<file path="config.mk">
export PLATFORM = sky130hd
export DESIGN_NAME = fft_stage_sequencer_flat
export DESIGN_NICKNAME = d
export VERILOG_FILES = /design/src/rtl/fft_stage_sequencer_if.sv /design/src/rtl/fft_stage_sequencer.sv /design/src/flat_wrapper.sv
export SDC_FILE = /design/constraint.sdc
export NUM_CORES = 1
export LEC_CHECK = 0
export ABC_AREA = 1
export CELL_PAD_IN_SITES_DETAIL_PLACEMENT = 2
export CELL_PAD_IN_SITES_GLOBAL_PLACEMENT = 2
export CORE_ASPECT_RATIO = 0.5
export CORE_UTILIZATION = 39
export DETAILED_ROUTE_END_ITERATION = 8
export PLACE_DENSITY = 0.84
export SKIP_LAST_GASP = 1
export SLEW_MARGIN = 20
export SYNTH_ARGS = -nofsm -noshare
export SYNTH_HDL_FRONTEND = slang
export SYNTH_SLANG_ARGS = --single-unit
</file>
<file path="constraint.sdc">
create_clock -name clk -period 4.16 [get_ports clk]
set_clock_uncertainty 0.2 [all_clocks]
set_input_delay 0.416 -clock clk [delete_from_list [all_inputs] [get_ports clk]]
set_output_delay 0.416 -clock clk [all_outputs]
set_load 0.05 [all_outputs]
</file>
<file path="src/rtl/fft_stage_sequencer_if.sv">
// Start/stall handshake plus read- and write-side address bundle of the FFT stage sequencer.
// The sequencer takes the slave side; the controller or bench driving start/stall takes the master side.
interface fft_stage_sequencer_if #(
  parameter int CW = 6
);
  logic          start;
  logic          stall;
  logic [CW-1:0] counter_r;
  logic [2:0]    stage_num_r;
  logic          rd_en;
  logic [CW-1:0] counter_w;
  logic [2:0]    stage_num_w;
  logic          wr_en;
  logic          busy;
  logic          done;

  modport master (
    output start, stall,
    input  counter_r, stage_num_r, rd_en, counter_w, stage_num_w, wr_en, busy, done
  );

  modport slave (
    input  start, stall,
    output counter_r, stage_num_r, rd_en, counter_w, stage_num_w, wr_en, busy, done
  );
endinterface

</file>
<file path="src/rtl/fft_stage_sequencer.sv">
// Pass/group sequencer for the in-place FFT: issues read addresses per pass, drains the
// butterfly pipeline between passes and replays the read side PIPE_LAT cycles later for writes.
module fft_stage_sequencer #(
  parameter int NUMSTAGES = 8,
  parameter int NUMPASSES = 5,
  parameter int PIPE_LAT  = 4
) (
  input  logic                 clk,
  input  logic                 rst_n,
  fft_stage_sequencer_if.slave bus
);
  localparam int              CW         = NUMSTAGES - 2;
  localparam logic [CW-1:0]   CNT_MAX    = '1;
  localparam logic [2:0]      LAST_STAGE = 3'(NUMPASSES - 1);
  localparam int              DW         = (PIPE_LAT > 1) ? $clog2(PIPE_LAT) : 1;
  localparam logic [DW-1:0]   DRAIN_LAST = DW'(PIPE_LAT - 1);

  typedef enum logic [1:0] {IDLE, RUN, DRAIN, DONE} state_e;

  typedef struct packed {
    logic          en;
    logic [CW-1:0] cnt;
    logic [2:0]    stg;
  } rd_beat_t;

  state_e        state_q;
  logic [CW-1:0] counter_q;
  logic [2:0]    stage_q;
  logic          rd_en_q;
  logic          busy_q;
  logic          done_q;
  logic [DW-1:0] drain_q;
  rd_beat_t      beat_d;
  rd_beat_t      pipe_q [PIPE_LAT];

  // The counter advances only after a cycle that actually issued a read, so a
  // stalled group is shown again (with rd_en low) until it is issued once.
  always_ff @(posedge clk or negedge rst_n) begin
    if (!rst_n) begin
      state_q   <= IDLE;
      counter_q <= '0;
      stage_q   <= '0;
      rd_en_q   <= 1'b0;
      busy_q    <= 1'b0;
      done_q    <= 1'b0;
      drain_q   <= '0;
    end else begin
      done_q <= 1'b0;
      case (state_q)
        IDLE: begin
          if (bus.start) begin
            state_q   <= RUN;
            counter_q <= '0;
            stage_q   <= '0;
            rd_en_q   <= 1'b1;
            busy_q    <= 1'b1;
          end
        end
        RUN: begin
          if (rd_en_q && counter_q == CNT_MAX) begin
            state_q <= DRAIN;
            rd_en_q <= 1'b0;
            drain_q <= '0;
          end else begin
            if (rd_en_q) counter_q <= counter_q + 1'b1;
            rd_en_q <= ~bus.stall;
          end
        end
        DRAIN: begin
          if (drain_q == DRAIN_LAST) begin
            if (stage_q == LAST_STAGE) begin
              state_q <= DONE;
              done_q  <= 1'b1;
            end else begin
              state_q   <= RUN;
              stage_q   <= stage_q + 1'b1;
              counter_q <= '0;
              rd_en_q   <= 1'b1;
            end
          end else begin
            drain_q <= drain_q + 1'b1;
          end
        end
        DONE: begin
          state_q   <= IDLE;
          busy_q    <= 1'b0;
          counter_q <= '0;
          stage_q   <= '0;
        end
        default: state_q <= IDLE;
      endcase
    end
  end

  always_comb begin
    beat_d = '{en: rd_en_q, cnt: counter_q, stg: stage_q};
  end

  // Free-running delay line: stall bubbles and drain gaps travel through as wr_en=0.
  always_ff @(posedge clk or negedge rst_n) begin
    if (!rst_n) begin
      for (int i = 0; i < PIPE_LAT; i++) pipe_q[i] <= '0;
    end else begin
      pipe_q[0] <= beat_d;
      for (int i = 1; i < PIPE_LAT; i++) pipe_q[i] <= pipe_q[i-1];
    end
  end

  assign bus.counter_r   = counter_q;
  assign bus.stage_num_r = stage_q;
  assign bus.rd_en       = rd_en_q;
  assign bus.busy        = busy_q;
  assign bus.done        = done_q;
  assign bus.wr_en       = pipe_q[PIPE_LAT-1].en;
  assign bus.counter_w   = pipe_q[PIPE_LAT-1].cnt;
  assign bus.stage_num_w = pipe_q[PIPE_LAT-1].stg;
endmodule

</file>
<file path="src/flat_wrapper.sv">
// flat-port wrapper written by rule: the top's interface ports become plain ports
module fft_stage_sequencer_flat 
#(
  parameter int NUMSTAGES = 8,
  parameter int NUMPASSES = 5,
  parameter int PIPE_LAT  = 4
)
  (clk, rst_n, bus_start, bus_stall, bus_counter_r, bus_stage_num_r, bus_rd_en, bus_counter_w, bus_stage_num_w, bus_wr_en, bus_busy, bus_done);
  fft_stage_sequencer_if bus_i ();
  input  logic clk;
  input  logic rst_n;
  input wire logic [$bits(bus_i.start)-1:0] bus_start;
  input wire logic [$bits(bus_i.stall)-1:0] bus_stall;
  output wire logic [$bits(bus_i.counter_r)-1:0] bus_counter_r;
  output wire logic [$bits(bus_i.stage_num_r)-1:0] bus_stage_num_r;
  output wire logic [$bits(bus_i.rd_en)-1:0] bus_rd_en;
  output wire logic [$bits(bus_i.counter_w)-1:0] bus_counter_w;
  output wire logic [$bits(bus_i.stage_num_w)-1:0] bus_stage_num_w;
  output wire logic [$bits(bus_i.wr_en)-1:0] bus_wr_en;
  output wire logic [$bits(bus_i.busy)-1:0] bus_busy;
  output wire logic [$bits(bus_i.done)-1:0] bus_done;
  assign bus_i.start = bus_start;
  assign bus_i.stall = bus_stall;
  assign bus_counter_r = bus_i.counter_r;
  assign bus_stage_num_r = bus_i.stage_num_r;
  assign bus_rd_en = bus_i.rd_en;
  assign bus_counter_w = bus_i.counter_w;
  assign bus_stage_num_w = bus_i.stage_num_w;
  assign bus_wr_en = bus_i.wr_en;
  assign bus_busy = bus_i.busy;
  assign bus_done = bus_i.done;
  fft_stage_sequencer #(.NUMSTAGES(NUMSTAGES), .NUMPASSES(NUMPASSES), .PIPE_LAT(PIPE_LAT)) u_core (.clk(clk), .rst_n(rst_n), .bus(bus_i));
endmodule
</file>
==> impl_metrics.py, run 1 <==
metrics = {
    "status": {
        "run_status": "completed",
    },
    "drt": {
        "dr_total_vias": 1263,
        "drc_errors": 0,
        "drt_pre_antenna_iters": 4,
        "post_drt_via_cell_ratio": 4.61,
        "antenna_left": 0,
        "initial_drt_markers": 57,
        "route.final.wire_length_um": 4020,
        "route.detailed.wl_per_inst_um": 14.7,
    },
    "floorplan": {
        "placeableCoreArea_um2": 5040,
        "row_count": 18,
        "dieHeight_um": 53.7,
        "design.die.area_um2": 5660,
        "die_w_um": 105,
        "initial_core_utilization_pct": 41.3,
        "floorplan.io_pins": 26,
    },
    "setup_path": {
        "start_kind": "flip-flop",
        "crit_start": "u_core.bus.counter_r[3]$_DFFE_PN0P_",
        "worst_setup_path_category": "reg -> out",
        "critPathSlowestCell": "clkdlybuf4s50_1",
        "worst-endpoint-required_ps": 3540,
        "critical_path.reg2reg.startpoint": "u_core.state_q[0]$_DFFE_PN0P_",
        "critical_path.max_fanout": 6,
        "cp-end-kind": "output pin",
        "critPathBufInv": 1,
        "crit_chain": "clkdlybuf4s50_1",
        "critPathTopFamily": "buffers and inverters",
        "critical-path-max-stage-delay_ps": 850,
        "cp.arrival_ps": 1630,
    },
    "layout": {
        "final_common_cell": "dfrtp_1",
        "layout.cells.most_common_list": "dfrtp_1 (56), nand2_1 (38), clkdlybuf4s50_1 (24), inv_1 (19)",
        "diodes": 0,
        "fraction_of_final_layout_cells_sized_beyond_drive_strength_1_pct": 9.80,
        "fillCellCount": 519,
        "area_growth_syn_to_layout_pct": 17.2,
        "finish.net_count": 216,
    },
    "sta": {
        "timing.max_slew.rel_slack_pct": 53.9,
        "hold_violations": 0,
        "finalSetupViolations": 0,
        "number_of_slew_limit_violations_in_the_final_report": 0,
        "finalSetupTns_ps": 0,
        "achievable_freq_ghz": 0.446,
        "worstMarginPinSlew_ps": 692,
        "post-route-min-period_ps": 2240,
        "grt_setup_unrepaired": "false",
        "post-route-period-util_pct": 53.9,
        "layout_setup_ws_ps": 1920,
    },
    "placed_design": {
        "place_worst_setup_slack_ps": 2250,
        "io_buffers": 25,
        "detailedPlacementHpwl_um": 2970,
        "place.gp.congestion": 0.697,
    },
    "cts": {
        "postCtsResizedCells": 0,
        "cts_tree": "built",
        "clock_latency_on_the_worst_skew_pair_ps": 310,
        "cts.path.max_buffers": 2,
        "cts_made_buffers": 5,
        "cts.hold.buffers_added": 0,
        "clock_sinks": 56,
        "postCtsSetupBuffers": 0,
        "path_clk_slew_ps": 100,
        "clock_tree_root": "clkbuf_8",
        "htree_num_levels": 2,
    },
    "global_route": {
        "globalRouteOverflowTotal": 0,
        "largest_net_degree_at_the_start_of_global_routing": 57,
        "grt_most_used_layer": "met2",
        "antenna_found_initial": 0,
        "grt_pass1_wl_um": 6730,
        "global_route.usage.met2_pct": 29.4,
        "via_count_of_the_first_global_routing_pass": 1356,
        "groute.layer.met3.usage_pct": 4.00,
        "grt.total_usage_pct": 16.2,
        "gr-usage-met1_pct": 19.7,
    },
    "synthesis": {
        "synth.yosys.warnings": 0,
        "synth.top_cells.by_area": "dfrtp_1 (67%), nand2_1 (6.8%), ha_1 (5.4%), inv_1 (3.4%), buf_4 (3.2%)",
        "yosys_register_bits": 56,
        "yosysSeqAreaShare_pct": 67.2,
        "synthCells": 179,
        "avgSynthCellArea_um2": 11.7,
        "synth_top_cell_area_share_pct": 67.2,
        "synthesis.area_um2": 2090,
        "synthesis.nets": 192,
        "ys_types": 21,
        "yosys.area.top_type": "dfrtp_1",
    },
    "power_and_ir_drop": {
        "power_density_nw_per_um2": 662,
        "power.static_leakage_uw": 0.00122,
        "vdd.ir_drop.worst_v": 0.000255,
    },
    "hold_path": {
        "hold_class": "in -> async",
    },
    "run": {
        "drv_cap": 0,
    },
}
==> synthesized netlist by cell type <==
cell / instances
a21oi_1: 1
buf_4: 9
dfrtp_1: 56
ha_1: 9
inv_1: 19
nand2_1: 38
nand2_2: 1
nand2_4: 4
nand3_1: 11
nand3_2: 1
nand4_1: 2
nor2_1: 11
nor2_2: 1
nor2_4: 2
nor3_1: 1
nor3_2: 1
nor3b_1: 1
o21ai_0: 5
o21ai_1: 3
or2_2: 1
xor2_1: 2
==> layout make-up <==
class	instances	area [um2]	area share (%)
Clock buffer	6	72.6	2.97
Clock inverter	2	13.8	0.563
Inverter	19	71.3	2.92
Multi-Input combinational cell	95	546	22.3
Sequential cell	56	1400	57.3
Tap cell	70	87.6	3.58
Timing Repair Buffer	26	253	10.3
==> layer usage <==
| metal | up-vias | share of wire, % |
|---|---|---|
| met4 | 0 | 1.1 |
| met3 | 5 | 2.8 |
| met5 | - | 0 |
| met1 | 649 | 45 |
| met2 | 15 | 51 |
| li1 | 594 | - |
==> flip-flops by register name (all words and copies together) (netlist names) <==
signal                  count
u_core.bus.busy             1
u_core.bus.counter_r        6
u_core.bus.counter_w        6
u_core.bus.done             1
u_core.bus.rd_en            1
u_core.bus.stage_num_r      3
u_core.bus.stage_num_w      3
u_core.bus.wr_en            1
u_core.drain_q              2
u_core.pipe_q              30
u_core.state_q              2
==> report_power, final <==
part	internal (uW)	switching (uW)
clock	120	169
combinational	182	428
sequential	655	63.6
total	957	660
==> worst reg2reg max path, cell delays in order, from the launching register on <==
cell and delay (ps):
dfrtp_1 440, inv_1 140, ha_1 360, nand3_2 180, nand2_4 120, nor2_4 60, nand2_4 140, nand2_4 70
nand2_1 70, nand2_1 50
==> worst paths after layout <==
kind                                                             to  slack [ps]  cells past startpoint
min in group clk                        u_core.pipe_q[23]$_DFF_PN0_         160                      0
worst max-delay path                               bus_counter_r[3]        1920                      1
max in group asynchronous               u_core.pipe_q[19]$_DFF_PN0_        3270                      2
worst max register to register  u_core.bus.counter_r[3]$_DFFE_PN0P_        2240                      9
worst min-delay path              u_core.bus.counter_w[5]$_DFF_PN0_          30                      2
worst min register to register          u_core.pipe_q[23]$_DFF_PN0_         160                      0
==> per-stage QoR <==
step	utilization (%)	cells	hold WS, ps	instance area, um2	power, uW
after global routing	48.5	274	80.7	2440	1720
after global placement	46.8	266	132	2360	1310
final	48.5	274	30.7	2440	1620
after floorplan	-	179	-79.6	2090	1160
after CTS	48.5	274	58.5	2440	1640
after detailed placement	46.8	266	138	2360	1350
==> cells by family (layout without fill, tap and decap cells) <==
kind of cell    count (synthesis)  count (layout)  synth area share (%)
compound gates                  9               9                  2.16
xor+xnor                        2               2                 0.840
fa+ha+maj                       9               9                  5.40
buf+inv                        28              53                  6.66
flops                          56              56                  67.2
simple gates                   75              75                  17.8
Note: power is estimated with default switching activity, not from simulation.
==> run 2, diff against run 1 <==
--- a/config.mk
+++ b/config.mk
@@ -9,9 +9,9 @@
 export CELL_PAD_IN_SITES_DETAIL_PLACEMENT = 2
 export CELL_PAD_IN_SITES_GLOBAL_PLACEMENT = 2
 export CORE_ASPECT_RATIO = 0.5
-export CORE_UTILIZATION = 39
+export CORE_UTILIZATION = 36
 export DETAILED_ROUTE_END_ITERATION = 8
-export PLACE_DENSITY = 0.84
+export PLACE_DENSITY = 0.79
 export SKIP_LAST_GASP = 1
 export SLEW_MARGIN = 20
 export SYNTH_ARGS = -nofsm -noshare
==> constraint.sdc (replaced) <==
create_clock -name clk -period 2.3 [get_ports clk]
set_clock_uncertainty 0.2 [all_clocks]
set_input_delay 0.23 -clock clk [delete_from_list [all_inputs] [get_ports clk]]
set_output_delay 0.23 -clock clk [all_outputs]
set_load 0.05 [all_outputs]
==> impl_metrics.py, run 2 (synthesis results as in run 1) <==
metrics = {
    "hold_path": {
        "worstHoldEndpoint": "u_core.pipe_q[13]$_DFF_PN0_",
        "timing.hold.worst.start": "u_core.pipe_q[23]$_DFF_PN0_",
        "whs_path_depth": 0,
        "hold_class": "reg -> reg",
    },
    "floorplan": {
        "placeableCoreArea_um2": 5540,
        "dieHeight_um": 55.8,
        "floorplan.io_pins": 26,
        "initial_core_utilization_pct": 37.7,
        "design.die.area_um2": 6120,
        "die_w_um": 110,
        "row_count": 19,
    },
    "layout": {
        "fraction_of_final_layout_cells_sized_beyond_drive_strength_1_pct": 10.2,
        "final_common_cell": "dfrtp_1",
        "finish.net_count": 217,
        "registers.top_by_ff_count": "u_core.pipe_q",
        "diodes": 0,
        "multi_input_area_um2": 546,
        "area_growth_syn_to_layout_pct": 22.0,
        "largest_register_ffs": 30,
        "finalNonFillerCells": 278,
        "reg_area_um2": 1400,
        "layout.cells.most_common_list": "dfrtp_1 (56), nand2_1 (38), clkdlybuf4s50_1 (24), inv_1 (19)",
        "fillCellCount": 583,
    },
    "global_route": {
        "largest_net_degree_at_the_start_of_global_routing": 57,
        "grt.total_usage_pct": 17.6,
        "gr-usage-met1_pct": 21.8,
        "antenna_found_initial": 0,
        "via_count_of_the_first_global_routing_pass": 1510,
        "groute.layer.met3.usage_pct": 3.86,
        "global_route.usage.met2_pct": 30.3,
        "grt_most_used_layer": "met2",
        "grt_pass1_wl_um": 7850,
        "globalRouteOverflowTotal": 0,
    },
    "cts": {
        "htree_num_levels": 2,
        "path_clk_slew_ps": 70,
        "cts_tree": "built",
        "clock_latency_on_the_worst_skew_pair_ps": 290,
        "cts_made_buffers": 5,
        "postCtsResizedCells": 0,
        "clock_sinks": 56,
        "cts.path.max_buffers": 2,
        "clock_tree_root": "clkbuf_16",
    },
    "sta": {
        "hold_violations": 0,
        "grt_setup_unrepaired": "false",
        "number_of_slew_limit_violations_in_the_final_report": 0,
        "achievable_freq_ghz": 0.483,
        "finalSetupViolations": 0,
        "post-route-period-util_pct": 90.0,
        "timing.max_slew.rel_slack_pct": 54.2,
        "post-route-min-period_ps": 2070,
        "worstMarginPinSlew_ps": 687,
        "finalSetupTns_ps": 0,
    },
    "placed_design": {
        "detailedPlacementHpwl_um": 2980,
        "place.gp.congestion": 0.801,
        "dp_cells": 269,
        "io_buffers": 25,
    },
    "setup_path": {
        "cp-end-kind": "output pin",
        "critical-path-max-stage-delay_ps": 860,
        "critical_path.reg2reg.startpoint": "u_core.state_q[0]$_DFFE_PN0P_",
        "critPathBufInv": 1,
        "worst_setup_path_category": "reg -> out",
        "worst-endpoint-required_ps": 1870,
        "crit_chain": "clkdlybuf4s50_1",
        "critPathTopFamily": "buffers and inverters",
        "critPathSlowestCell": "clkdlybuf4s50_1",
        "critical_path.max_fanout": 7,
        "r2r_setup_slack_ps": 400,
        "cp.arrival_ps": 1640,
        "start_kind": "flip-flop",
        "reg2reg_depth": 8,
        "worst_r2r_endpoint": "u_core.bus.counter_r[3]$_DFFE_PN0P_",
    },
    "power_and_ir_drop": {
        "power.static_leakage_uw": 0.00127,
        "power_density_nw_per_um2": 1290,
        "vdd.ir_drop.worst_v": 0.000582,
    },
    "drt": {
        "drc_errors": 0,
        "initial_drt_markers": 98,
        "antenna_left": 0,
        "post_drt_via_cell_ratio": 4.67,
        "route.final.wire_length_um": 4470,
        "dr_total_vias": 1297,
        "route.detailed.wl_per_inst_um": 16.1,
        "drt_pre_antenna_iters": 4,
    },
    "run": {
        "drv_cap": 0,
    },
    "status": {
        "run_status": "completed",
    },
}
-- run 2: worst max-delay path by stage --
| stage | start | to | slack, ps | cells after the start |
|---|---|---|---|---|
| after floorplan | u_core.bus.stage_num_r[0]$_DFFE_PN0P_ | u_core.bus.counter_r[0]$_DFFE_PN0P_ | 420 | 8 |
| after global placement | u_core.state_q[0]$_DFFE_PN0P_ | u_core.bus.counter_r[0]$_DFFE_PN0P_ | 550 | 8 |
| after detailed placement | u_core.state_q[0]$_DFFE_PN0P_ | u_core.bus.counter_r[0]$_DFFE_PN0P_ | 410 | 9 |
| after CTS | u_core.bus.counter_r[4]$_DFFE_PN0P_ | bus_counter_r[4] | 220 | 1 |
| after global routing | u_core.bus.counter_r[2]$_DFFE_PN0P_ | bus_counter_r[2] | 180 | 1 |
| final | u_core.bus.counter_r[4]$_DFFE_PN0P_ | bus_counter_r[4] | 230 | 1 |
-- run 2: area by class of cell --
cell class / instances / area share, %
clock buffers: 5 / 4.92
clock inverters: 3 / 1.82
inverters: 19 / 2.80
multi-input cells: 95 / 21.4
flip-flops and latches: 56 / 55.1
well taps: 73 / 3.59
repair buffers: 27 / 10.3
-- run 2: per-layer routing --
| layer | part of all wire (%) | wire length (um) |
|---|---|---|
| met2 | 53 | 2360 |
| met5 | 0 | 0 |
| met1 | 43 | 1900 |
| met3 | 3.4 | 151 |
| met4 | 1.2 | 55 |
-- run 2: what timing repair did --
action	in CTS	in global routing
hold buffers	1	0
endpoints found under the hold margin	56	0
buffers inserted	0	0
-- run 2: where the power goes --
group | internal, uW | total, uW | switching (uW)
Combinational | 331 | 1100 | 767
Clock | 520 | 869 | 349
Sequential | 1190 | 1310 | 124
Total | 2040 | 3280 | 1240
-- run 2: metrics by stage --
stage	cell area [um2]	util, %	worst slack [ps]	power (uW)	hold WS [ps]
after floorplan	2090	-	419	2090	-266
after global routing	2540	45.9	182	3480	158
after global placement	2360	42.6	552	2350	131
final	2540	45.9	230	3280	151
after detailed placement	2360	42.6	409	2430	137
after CTS	2540	45.9	219	3330	154
==> run 3, diff against run 2 <==
--- a/config.mk
+++ b/config.mk
@@ -6,12 +6,13 @@
 export NUM_CORES = 1
 export LEC_CHECK = 0
 export ABC_AREA = 1
+export CAP_MARGIN = 10
 export CELL_PAD_IN_SITES_DETAIL_PLACEMENT = 2
 export CELL_PAD_IN_SITES_GLOBAL_PLACEMENT = 2
 export CORE_ASPECT_RATIO = 0.5
-export CORE_UTILIZATION = 36
+export CORE_UTILIZATION = 39
 export DETAILED_ROUTE_END_ITERATION = 8
-export PLACE_DENSITY = 0.79
+export PLACE_DENSITY = 0.84
 export SKIP_LAST_GASP = 1
 export SLEW_MARGIN = 20
 export SYNTH_ARGS = -nofsm -noshare
==> constraint.sdc (replaced) <==
create_clock -name clk -period 2.5 [get_ports clk]
set_clock_uncertainty 0.2 [all_clocks]
set_input_delay 0.25 -clock clk [delete_from_list [all_inputs] [get_ports clk]]
set_output_delay 0.25 -clock clk [all_outputs]
set_load 0.05 [all_outputs]
==> impl_metrics.py, run 3 (synthesis results as in run 1) <==
metrics = {
    "sta": {
        "hold_ws_ps": 152,
        "number_of_slew_limit_violations_in_the_final_report": 0,
        "layout_setup_ws_ps": 366,
        "grt_setup_unrepaired": "false",
        "timing.max_slew.rel_slack_pct": 59.5,
        "hold_violations": 0,
        "worstMarginPinSlew_ps": 608,
        "achievable_freq_ghz": 0.469,
        "finalSetupViolations": 0,
        "finalSetupTns_ps": 0,
        "post-route-min-period_ps": 2130,
        "post-route-period-util_pct": 85.4,
    },
    "floorplan": {
        "floorplan.io_pins": 26,
        "row_count": 18,
        "placeableCoreArea_um2": 5040,
        "die_w_um": 105,
        "dieHeight_um": 53.7,
        "initial_core_utilization_pct": 41.3,
        "design.die.area_um2": 5660,
    },
    "setup_path": {
        "worst-endpoint-required_ps": 2050,
        "start_kind": "flip-flop",
        "critPathSlowestCell": "clkdlybuf4s50_1",
        "cp.arrival_ps": 1680,
        "critPathBufInv": 1,
        "critPathTopFamily": "buffers and inverters",
        "cp-end-kind": "output pin",
        "worst_setup_path_category": "reg -> out",
        "critical_path.max_fanout": 5,
        "crit_chain": "clkdlybuf4s50_1",
        "critical-path-max-stage-delay_ps": 860,
    },
    "global_route": {
        "via_count_of_the_first_global_routing_pass": 1479,
        "antenna_found_initial": 0,
        "globalRouteOverflowTotal": 0,
        "largest_net_degree_at_the_start_of_global_routing": 33,
        "grt_pass1_wl_um": 7780,
        "grt.total_usage_pct": 19.3,
    },
    "layout": {
        "layout.cells.most_common_list": "dfrtp_1 (56), nand2_1 (38), clkdlybuf4s50_1 (24), inv_1 (19)",
        "largest_register_ffs": 30,
        "fillCellCount": 523,
        "area_growth_syn_to_layout_pct": 18.5,
        "final_common_cell": "dfrtp_1",
        "fraction_of_final_layout_cells_sized_beyond_drive_strength_1_pct": 10.2,
        "diodes": 0,
        "finish.net_count": 217,
        "registers.top_by_ff_count": "u_core.pipe_q",
    },
    "power_and_ir_drop": {
        "vdd.ir_drop.worst_v": 0.000417,
        "netSwitchingPower_uw": 1170,
        "combinational_power_share_pct": 37.7,
        "clkPwrFrac_pct": 18.7,
        "seq_power_share_pct": 43.6,
        "p_int_uw": 1600,
        "power_density_nw_per_um2": 1120,
        "power.static_leakage_uw": 0.00123,
        "total_power_uw": 2760,
        "proportion_of_total_power_due_to_net_switching_pct": 42.2,
    },
    "drt": {
        "antenna_left": 0,
        "route.final.wire_length_um": 4790,
        "drt_pre_antenna_iters": 4,
        "drc_errors": 0,
        "initial_drt_markers": 41,
        "post_drt_via_cell_ratio": 4.75,
        "dr_total_vias": 1306,
        "route.detailed.wl_per_inst_um": 17.4,
    },
    "cts": {
        "clock_sinks": 56,
        "path_clk_slew_ps": 110,
        "clock_latency_on_the_worst_skew_pair_ps": 320,
        "cts.path.max_buffers": 2,
        "cts_made_buffers": 5,
        "clock_tree_root": "clkbuf_8",
        "postCtsSetupBuffers": 0,
        "cts_tree": "built",
        "htree_num_levels": 2,
    },
    "status": {
        "run_status": "completed",
    },
    "placed_design": {
        "place.gp.congestion": 0.701,
        "detailedPlacementHpwl_um": 3470,
        "place_worst_setup_slack_ps": 572,
        "io_buffers": 25,
    },
    "run": {
        "drv_cap": 0,
    },
    "hold_path": {
        "hold_class": "reg -> reg",
    },
}
-- run 3: worst paths after layout --
check | start | end | slack [ps] | depth (start not counted)
max | u_core.bus.stage_num_r[2]$_DFFE_PN0P_ | bus_stage_num_r[2] | 370 | 1
min in group asynchronous | rst_n | u_core.pipe_q[28]$_DFF_PN0_ | 260 | 2
min reg2reg | u_core.pipe_q[33]$_DFF_PN0_ | u_core.pipe_q[23]$_DFF_PN0_ | 150 | 0
min | u_core.pipe_q[33]$_DFF_PN0_ | u_core.pipe_q[23]$_DFF_PN0_ | 150 | 0
max in group asynchronous | rst_n | u_core.pipe_q[15]$_DFF_PN0_ | 1260 | 3
max reg2reg | u_core.state_q[0]$_DFFE_PN0P_ | u_core.bus.counter_r[0]$_DFFE_PN0P_ | 560 | 8
-- run 3: metrics by stage --
stage / utilization [%] / instances / instance area (um2)
5_1_grt: 49.0 / 275 / 2470
6_report: 49.0 / 275 / 2470
3_5_place_dp: 47.0 / 266 / 2370
3_3_place_gp: 47.0 / 266 / 2370
4_1_cts: 49.0 / 275 / 2470
2_1_floorplan: - / 179 / 2090
-- run 3: per-layer routing --
metal	wire (um)	track usage (%)	part of all wire, %
met5	0	0	0
met4	91	7.75	1.9
met3	122	4.72	2.5
met2	2560	37.2	53
met1	2020	21.4	42
-- run 3: power by group through the flow --
stage	logic, uW	registers (uW)	clock network, uW
floorplan	575	1350	0
global placement	972	1200	0
detailed placement	1030	1230	0
CTS	1060	1210	523
global route	1120	1230	561
finish	1040	1210	516
-- run 3: area by class of cell --
cell class | count | area [um2] | share of cell area [%]
flip-flops and latches | 56 | 1400 | 56.7
clock inverters | 3 | 22.5 | 0.911
well taps | 70 | 87.6 | 3.54
repair buffers | 27 | 275 | 11.1
clock buffers | 5 | 68.8 | 2.78
inverters | 19 | 71.3 | 2.88
multi-input cells | 95 | 546 | 22.1
-- run 3: what timing repair did --
action / in CTS / in global routing
gates resized for setup: 0 / 0
hold buffers: 1 / 0
endpoints found under the hold margin: 24 / 0
